[config.mk]
export PLATFORM = sky130hd
export DESIGN_NAME = cia_bus_sequencer
export DESIGN_NICKNAME = d
export VERILOG_FILES = /design/src/rtl/cia_bus_sequencer.sv
export SDC_FILE = /design/constraint.sdc
export NUM_CORES = 1
export LEC_CHECK = 0
export CAP_MARGIN = 0
export CORE_MARGIN = 3
export CORE_UTILIZATION = 45
export CTS_BUF_LIST = sky130_fd_sc_hd__clkbuf_8
export CTS_CLUSTER_SIZE = 25
export DETAILED_ROUTE_END_ITERATION = 10
export PLACE_DENSITY = 0.82
export SETUP_SLACK_MARGIN = 0.3
export SLEW_MARGIN = 15
export SYNTH_ARGS = -nofsm -noshare
export SYNTH_HDL_FRONTEND = slang
export SYNTH_SLANG_ARGS = --single-unit
[constraint.sdc]
create_clock -name clk -period 2.8 [get_ports clk]
set_input_delay 0.56 -clock clk [delete_from_list [all_inputs] [get_ports clk]]
set_output_delay 0.56 -clock clk [all_outputs]
set_load 0.02 [all_outputs]
[src/rtl/cia_bus_sequencer.sv]
// 6800-style CIA bus sequencer: aligns CPU requests to the E clock phases,
// drives VMA and the E-high strobe, captures read data and returns a one-cycle ack.
module cia_bus_sequencer #(
    parameter int DW   = 8,
    parameter int WDOG = 15
) (
    input  logic          clk,
    input  logic          reset,
    input  logic [9:0]    eclk,
    input  logic          req,
    input  logic          rw,
    input  logic [DW-1:0] din,
    output logic [DW-1:0] dout,
    output logic          ack,
    output logic          vma,
    output logic          cia_en,
    output logic          cia_we,
    output logic [DW-1:0] cia_dout,
    input  logic [DW-1:0] cia_din,
    output logic          eclk_err
);

    typedef enum logic [2:0] {
        S_IDLE,
        S_SYNC,
        S_ACCESS,
        S_ACK,
        S_REL
    } state_t;

    state_t        state_q, state_d;
    logic          vma_q, vma_d;
    logic          en_q, en_d;
    logic          we_q, we_d;
    logic          ack_q, ack_d;
    logic [DW-1:0] dout_q, dout_d;
    logic [DW-1:0] cdout_q, cdout_d;
    logic [3:0]    wd_q, wd_d;
    logic          err_q, err_d;

    // Only phases 0, 3, 5 and 9 carry meaning for the sequencer.
    logic unused_eclk;
    assign unused_eclk = ^{eclk[8:6], eclk[4], eclk[2:1]};

    always_ff @(posedge clk or posedge reset) begin
        if (reset) begin
            state_q <= S_IDLE;
            vma_q   <= 1'b0;
            en_q    <= 1'b0;
            we_q    <= 1'b0;
            ack_q   <= 1'b0;
            dout_q  <= '0;
            cdout_q <= '0;
            wd_q    <= '0;
            err_q   <= 1'b0;
        end else begin
            state_q <= state_d;
            vma_q   <= vma_d;
            en_q    <= en_d;
            we_q    <= we_d;
            ack_q   <= ack_d;
            dout_q  <= dout_d;
            cdout_q <= cdout_d;
            wd_q    <= wd_d;
            err_q   <= err_d;
        end
    end

    // Missing-E watchdog: saturating count of cycles since the last phase 0.
    always_comb begin
        wd_d = wd_q;
        if (eclk[0]) begin
            wd_d = '0;
        end else if (wd_q != '1) begin
            wd_d = wd_q + 4'd1;
        end
        err_d = err_q | (wd_d == 4'(WDOG));
    end

    always_comb begin
        state_d = state_q;
        vma_d   = vma_q;
        en_d    = en_q;
        we_d    = we_q;
        ack_d   = 1'b0;
        dout_d  = dout_q;
        cdout_d = cdout_q;

        unique case (state_q)
            S_IDLE: begin
                if (req) begin
                    if (eclk[3]) begin
                        state_d = S_ACCESS;
                        vma_d   = 1'b1;
                        we_d    = ~rw;
                        cdout_d = din;
                    end else begin
                        state_d = S_SYNC;
                    end
                end
            end
            S_SYNC: begin
                if (!req) begin
                    state_d = S_IDLE;
                end else if (eclk[3]) begin
                    state_d = S_ACCESS;
                    vma_d   = 1'b1;
                    we_d    = ~rw;
                    cdout_d = din;
                end else if (err_q) begin
                    state_d = S_ACK;
                    ack_d   = 1'b1;
                    dout_d  = '1;
                end
            end
            S_ACCESS: begin
                if (eclk[5]) begin
                    en_d = 1'b1;
                end
                // Phase 9 closes the cycle even if a request drop was seen earlier.
                if (eclk[9]) begin
                    vma_d   = 1'b0;
                    en_d    = 1'b0;
                    ack_d   = 1'b1;
                    state_d = S_ACK;
                    if (!we_q) begin
                        dout_d = cia_din;
                    end
                end
            end
            S_ACK: begin
                state_d = req ? S_REL : S_IDLE;
            end
            S_REL: begin
                if (!req) begin
                    state_d = S_IDLE;
                end
            end
            default: begin
                state_d = S_IDLE;
            end
        endcase
    end

    assign dout     = dout_q;
    assign ack      = ack_q;
    assign vma      = vma_q;
    assign cia_en   = en_q;
    assign cia_we   = we_q;
    assign cia_dout = cdout_q;
    assign eclk_err = err_q;

endmodule

; ---- Word-level counts from Yosys, hierarchy flattened
; Cells that the tools add are included.
[totals]
ff_bits = 28
inputBits = 30
output_inout_bits = 21
elab_cells = 66
[classes]
n_addsub = 1
eq_ne = 16
n_mux = 28
bitwise = 2
n_reduce_logical = 10
[ops]
columns = cell, count
row1 = 8-bit 2-to-1 mux, 5
row2 = 3-bit 2-to-1 mux, 7
row3 = 8-bit one-hot mux with 2 select lines, 1
row4 = 3-bit one-hot mux with 5 select lines, 1
row5 = 2-bit inequality test (second input constant), 7
row6 = 1-bit 2-to-1 mux, 9
row7 = 4-bit 2-to-1 mux, 2
row8 = 4-bit inequality test (second input constant), 2
row9 = 4-bit AND reduction, 2
row10 = 3-bit by 2-bit == test with 1-bit output (second input constant), 2
row11 = 6-bit AND reduction, 1
row12 = 2-bit nonzero test, 3
row13 = 4-bit by 1-bit adder with 4-bit output (second input constant), 1
row14 = 4-bit == test (second input constant), 1
row15 = 2-bit by 1-bit inequality test with 1-bit output (second input constant), 2
row16 = 1-bit one-hot mux with 2 select lines, 2
row17 = 3-bit by 1-bit == test with 1-bit output (second input constant), 1
row18 = 3-bit == test (second input constant), 1
row19 = 3-bit logical NOT, 1
row20 = 3-bit AND reduction, 1
row21 = 2-bit 2-to-1 mux, 1
row22 = 2-bit AND reduction, 1
row23 = 2-bit OR reduction, 1
row24 = 1-bit NOT, 1
row25 = 1-bit bitwise OR, 1

; ---- Longest topological paths before layout
[depth]
depth_word = 5
ltp_mapped = 5
mapped_depth_nobuf = 5

; ---- Least setup slack after synthesis
; Ideal clock, no wire load.
[synth_path]
path_type = input-to-reg
startpoint = in eclk[3]
endpoint = reg dout_q[0], in the netlist dout[0]
setup_ns = 0.065
t_arrival_ns = 1.499
required_ns = 2.735
path_slack_ns = 1.235
cell_stages = 4
path_buffers = 0
path_cell_list = nor3b_1 > nand3_1 > a211oi_4 > o22a_1
[synth_via]
elab_chain_cells = 2
[synth_rtl]
columns = item, line_no
row1 = from (decl), 9  ; input logic [9:0] eclk,
row2 = 2-bit inequality test (no source line), n/a
row3 = 6-bit AND reduction (no source line), n/a
row4 = to (signal assigned), 62  ; dout_q <= dout_d;
row5 = to (decl), 36  ; logic [DW-1:0] dout_q, dout_d;
; Every way passes these cells.
; A chain may end at the register's enable or synchronous reset.

; ---- Worst setup path after layout
[layout_path]
startpoint = in req
endpoint = reg dout_q[0], in the netlist dout[0]
[layout_via]
elab_chain_cells = 2
[layout_rtl]
columns = item, line_no
row1 = from (decl), 10  ; input logic req,
row2 = 2-bit inequality test (no source line), n/a
row3 = 6-bit AND reduction (no source line), n/a
; Every way passes these cells.

==> run summary <==
### Final layout
- **# nets final** 174
- **non-filler instance count after layout** 170
- **area added between synthesis and finish** 44.56%
- **Diodes inserted** 0
- **number of fillers in the final layout** 172
- **share of post-route cells with drive strength above 1** 13.38%

### Drt
- **number of design-rule violations left by the first detailed-router iteration** 14
- **via count** 893
- **remaining antenna violation count after routing** 0
- **wire per inst** 14.89 um
- **number of remaining DRC errors** 0
- **DRT Pass-1 Iters** 4
- **vias per std cell** 5.253
- **aggregate routed wire length** 2.532 mm

### Die
- **area of the die** 3285 um^2
- **Die Y-Extent** 57.32 um
- **Core Box Area** 2361 um^2
- **effective utilization at floorplan** 50.19%
- **die outline width** 57.32 um
- **Cell Rows** 17
- **num ports** 51

### STA
- **Period Utilization, post-route** 70.44%
- **final slew viol count** 0
- **slew at the pin with the worst max-slew slack** 0.4214 ns
- **clock period minus worst slack** 1.972 ns
- **final setup skew** 0.003817 ns
- **Setup-failing EPs final** 0
- **final-report hold violation count** 0
- **fmax** 507.0 MHz
- **Sum Neg Setup Slack** 0 ns
- **worst slew margin relative to its limit** 71.82%
- **unrepaired setup endpoints after global routing** false

### Power
- **portion of total power attributed to combinational logic** 45.9%
- **Net Switching** 587.8 uW
- **internal power component** 1102 uW
- **leakage power of the design** 0.0006972 uW
- **IR drop worst, VDD** 0.7631 mV
- **portion of total power attributed to sequential cells** 39.4%
- **PwrDens** 986.3 nW/um^2
- **share of total power consumed by net switching** 34.79%
- **part of the power in the clock network** 14.8%

### Critical path
- **cell class contributing the biggest share of worst-path delay** compound AO/OA/AOI/OAI gates
- **critical register-to-register path startpoint** state_q[1]$_DFFE_PP0P_
- **startpoint of the most critical setup path** req
- **required time of the worst setup path** 3.02 ns
- **data arrival time at the worst-slack endpoint** 2.19 ns
- **CP Buf/Inv Count** 1
- **crit-path max cell delay** 0.50 ns
- **startpoint class of the critical path** input pin
- **Crit. End Element** flip-flop
- **Worst setup endpoint** dout[0]$_DFFE_PP0P_
- **worst-path cell with the longest stage delay** sky130_fd_sc_hd__clkdlybuf4s50_1
- **R2R Path End** dout[0]$_DFFE_PP0P_
- **worst reg-to-reg path cell count** 4
- **CP Depth** 5
- **Reg2Reg Setup Slack** 1.15 ns
- **Crit Path Class** input pin to flip-flop
- **maximum fanout count along the critical path** 8
- **CP Cell Sequence** clkdlybuf4s50_1, nor3b_1, nand3_1, a211oi_4, o22a_1

### Synth
- **EDFF count, synth** 0
- **synth unique cells** 27
- **primary flip-flop cell chosen by synthesis mapping** sky130_fd_sc_hd__dfrtp_1
- **Synth async-reset ratio** 100.0%
- **cell taking the most area after synthesis** sky130_fd_sc_hd__dfrtp_1
- **Seq/Total Area, Yosys** 59.13%
- **combined area of all synthesized cells** 1185 um^2
- **top-area cell type share of the netlist area** 59.13%
- **post-synthesis xor/xnor area fraction** 0.7392%
- **compound-cell area share of the yosys netlist** 14.26%
- **mux cell area share after synthesis** 9.398%
- **combinational family with the most area after synthesis** compound AO/OA/AOI/OAI gates
- **most used standard cell by instance count after synthesis** sky130_fd_sc_hd__dfrtp_1
- **Ys Warns** 0
- **net count after synthesis** 126
- **synthesized instance count** 95
- **syn_area_per_cell** 12.47 um^2
- **share of synthesized cell area in and, or, nand and nor gates** 13.94%
- **top area cells in the synthesized netlist** sky130_fd_sc_hd__dfrtp_1, sky130_fd_sc_hd__mux2_2, sky130_fd_sc_hd__o22a_1, sky130_fd_sc_hd__nor2_1, sky130_fd_sc_hd__a21oi_1
- **Commonest cells post-synth** sky130_fd_sc_hd__dfrtp_1, sky130_fd_sc_hd__nor2_1, sky130_fd_sc_hd__mux2_2
- **synthesized flop and latch total** 28
- **Synth Area in Adders** 1.056%

### Clock tree
- **number of CTS-inserted buffers** 3
- **clock tree from TritonCTS** built
- **Gates resized, CTS repair** 0
- **buffer depth of the longest clock path** 2
- **clock-pin slew of the registers on the worst-case setup and hold paths** 0.09 ns
- **root buffer cell** sky130_fd_sc_hd__clkbuf_8
- **CTS H-tree depth** 1
- **setup fix buffers added after clock tree synthesis** 0
- **clk sinks** 28
- **later-pin clock latency in the skew report** 0.28 ns
- **hold_buf cts** 0

### Global route
- **maximum number of pins on one net before global-route repair** 29
- **global-route wire length before repair** 4.319 mm
- **GRT Overall Usage** 17.06%
- **gr ovfl total** 0
- **vias in the first global route** 929
- **antenna violations before repair** 0

### Placed design
- **weighted congestion at the end of routability-driven global placement** 0.6588
- **count of port buffers added during placement** 44
- **placed cells** 166
- **total half-perimeter wirelength after legalization and detailed placement** 1.844 mm

### Hold path
- **type of the tightest min-delay check** flip-flop to flip-flop

### Status
- **outcome** finished clean

### Flow run
- **max-cap violations** 0

metrics by stage:
stage / area (um^2) / power [uW] / setup WS (ns) / hold slack, ns / utilization, %
after global placement: 1658 / 1425 / 0.5769 / 0.4615 / 70.22
final: 1713 / 1689 / 0.8277 / 0.4935 / 72.55
after detailed placement: 1658 / 1453 / 0.5365 / 0.4695 / 70.22
after floorplan: 1185 / 1078 / 1.235 / 0.5354 / -
after CTS: 1713 / 1709 / 0.8252 / 0.4963 / 72.55
after global routing: 1713 / 1790 / 0.6824 / 0.5108 / 72.55
layer usage:
layer  share of wire (%)  track usage, %
met5                   0               0
met4                 1.5           6.954
met3                  10           8.145
met2                  45           25.29
met1                  43           21.45
placed cells by master, fill, tap and decap left out, drive strengths merged:
cell	Yosys	layout
clkbuf	0	4
or3b	2	2
buf	2	1
nor4bb	2	2
a211oi	1	1
nand2	4	4
and2	1	1
clkdlybuf4s50	0	44
o22a	8	8
nor3b	1	1
mux2	9	9
nand3	2	2
a221oi	1	1
inv	2	2
or2	1	1
nor2	11	11
and4bb	1	1
o21ai	2	2
mux2i	1	1
dfrtp	28	28
a31oi	2	2
a21oi	5	5
ha	1	1
nor3	4	4
xnor2	1	1
a21o	2	2
nand2b	1	1
flip-flops by register name, summed over array words and instances, names as in the netlist:
register,count
cia_we,1
cia_en,1
ack,1
dout,8
vma,1
cia_dout,8
eclk_err,1
wd_q,4
state_q,3
power by group through the flow:
stage                     Sequential (uW)  Combinational (uW)  Clock (uW)
after floorplan                       829                 249           0
after global placement                661                 764           0
after detailed placement              672                 781           0
after CTS                             665                 786         258
after global routing                  687                 834         269
final                                 665                 775         250
area by class of cell:
cell class | count | area [um^2] | share of cell area (%)
clock buffers | 4 | 55.05 | 3.214
inverters | 2 | 7.507 | 0.4383
flip-flops and latches | 28 | 700.7 | 40.91
well taps | 28 | 35.03 | 2.045
repair buffers | 45 | 447.9 | 26.15
multi-input cells | 63 | 466.7 | 27.25
logic make-up (layout without fill, tap and decap cells):
family                     after synthesis  after routing
xor gates and xnor gates                 1              1
adders and majority gates                1              1
buffers and inverters                    4             51
AOI/OAI and AO/OA                       21             21
muxes                                   10             10
and+or+nand+nor                         30             30
DFF                                     28             28
worst min-delay path by stage:
| stage | startpoint | to | slack (ns) | cells after the start |
|---|---|---|---|---|
| 2_1_floorplan | wd_q[1]$_DFF_PP0_ | wd_q[1]$_DFF_PP0_ | 0.54 | 2 |
| 3_3_place_gp | vma$_DFFE_PP0P_ | vma$_DFFE_PP0P_ | 0.46 | 1 |
| 3_5_place_dp | vma$_DFFE_PP0P_ | vma$_DFFE_PP0P_ | 0.47 | 1 |
| 4_1_cts | vma$_DFFE_PP0P_ | vma$_DFFE_PP0P_ | 0.50 | 1 |
| 5_1_grt | vma$_DFFE_PP0P_ | vma$_DFFE_PP0P_ | 0.51 | 1 |
| 6_report | vma$_DFFE_PP0P_ | vma$_DFFE_PP0P_ | 0.49 | 1 |
No activity file was read; power rests on OpenSTA's default activity.
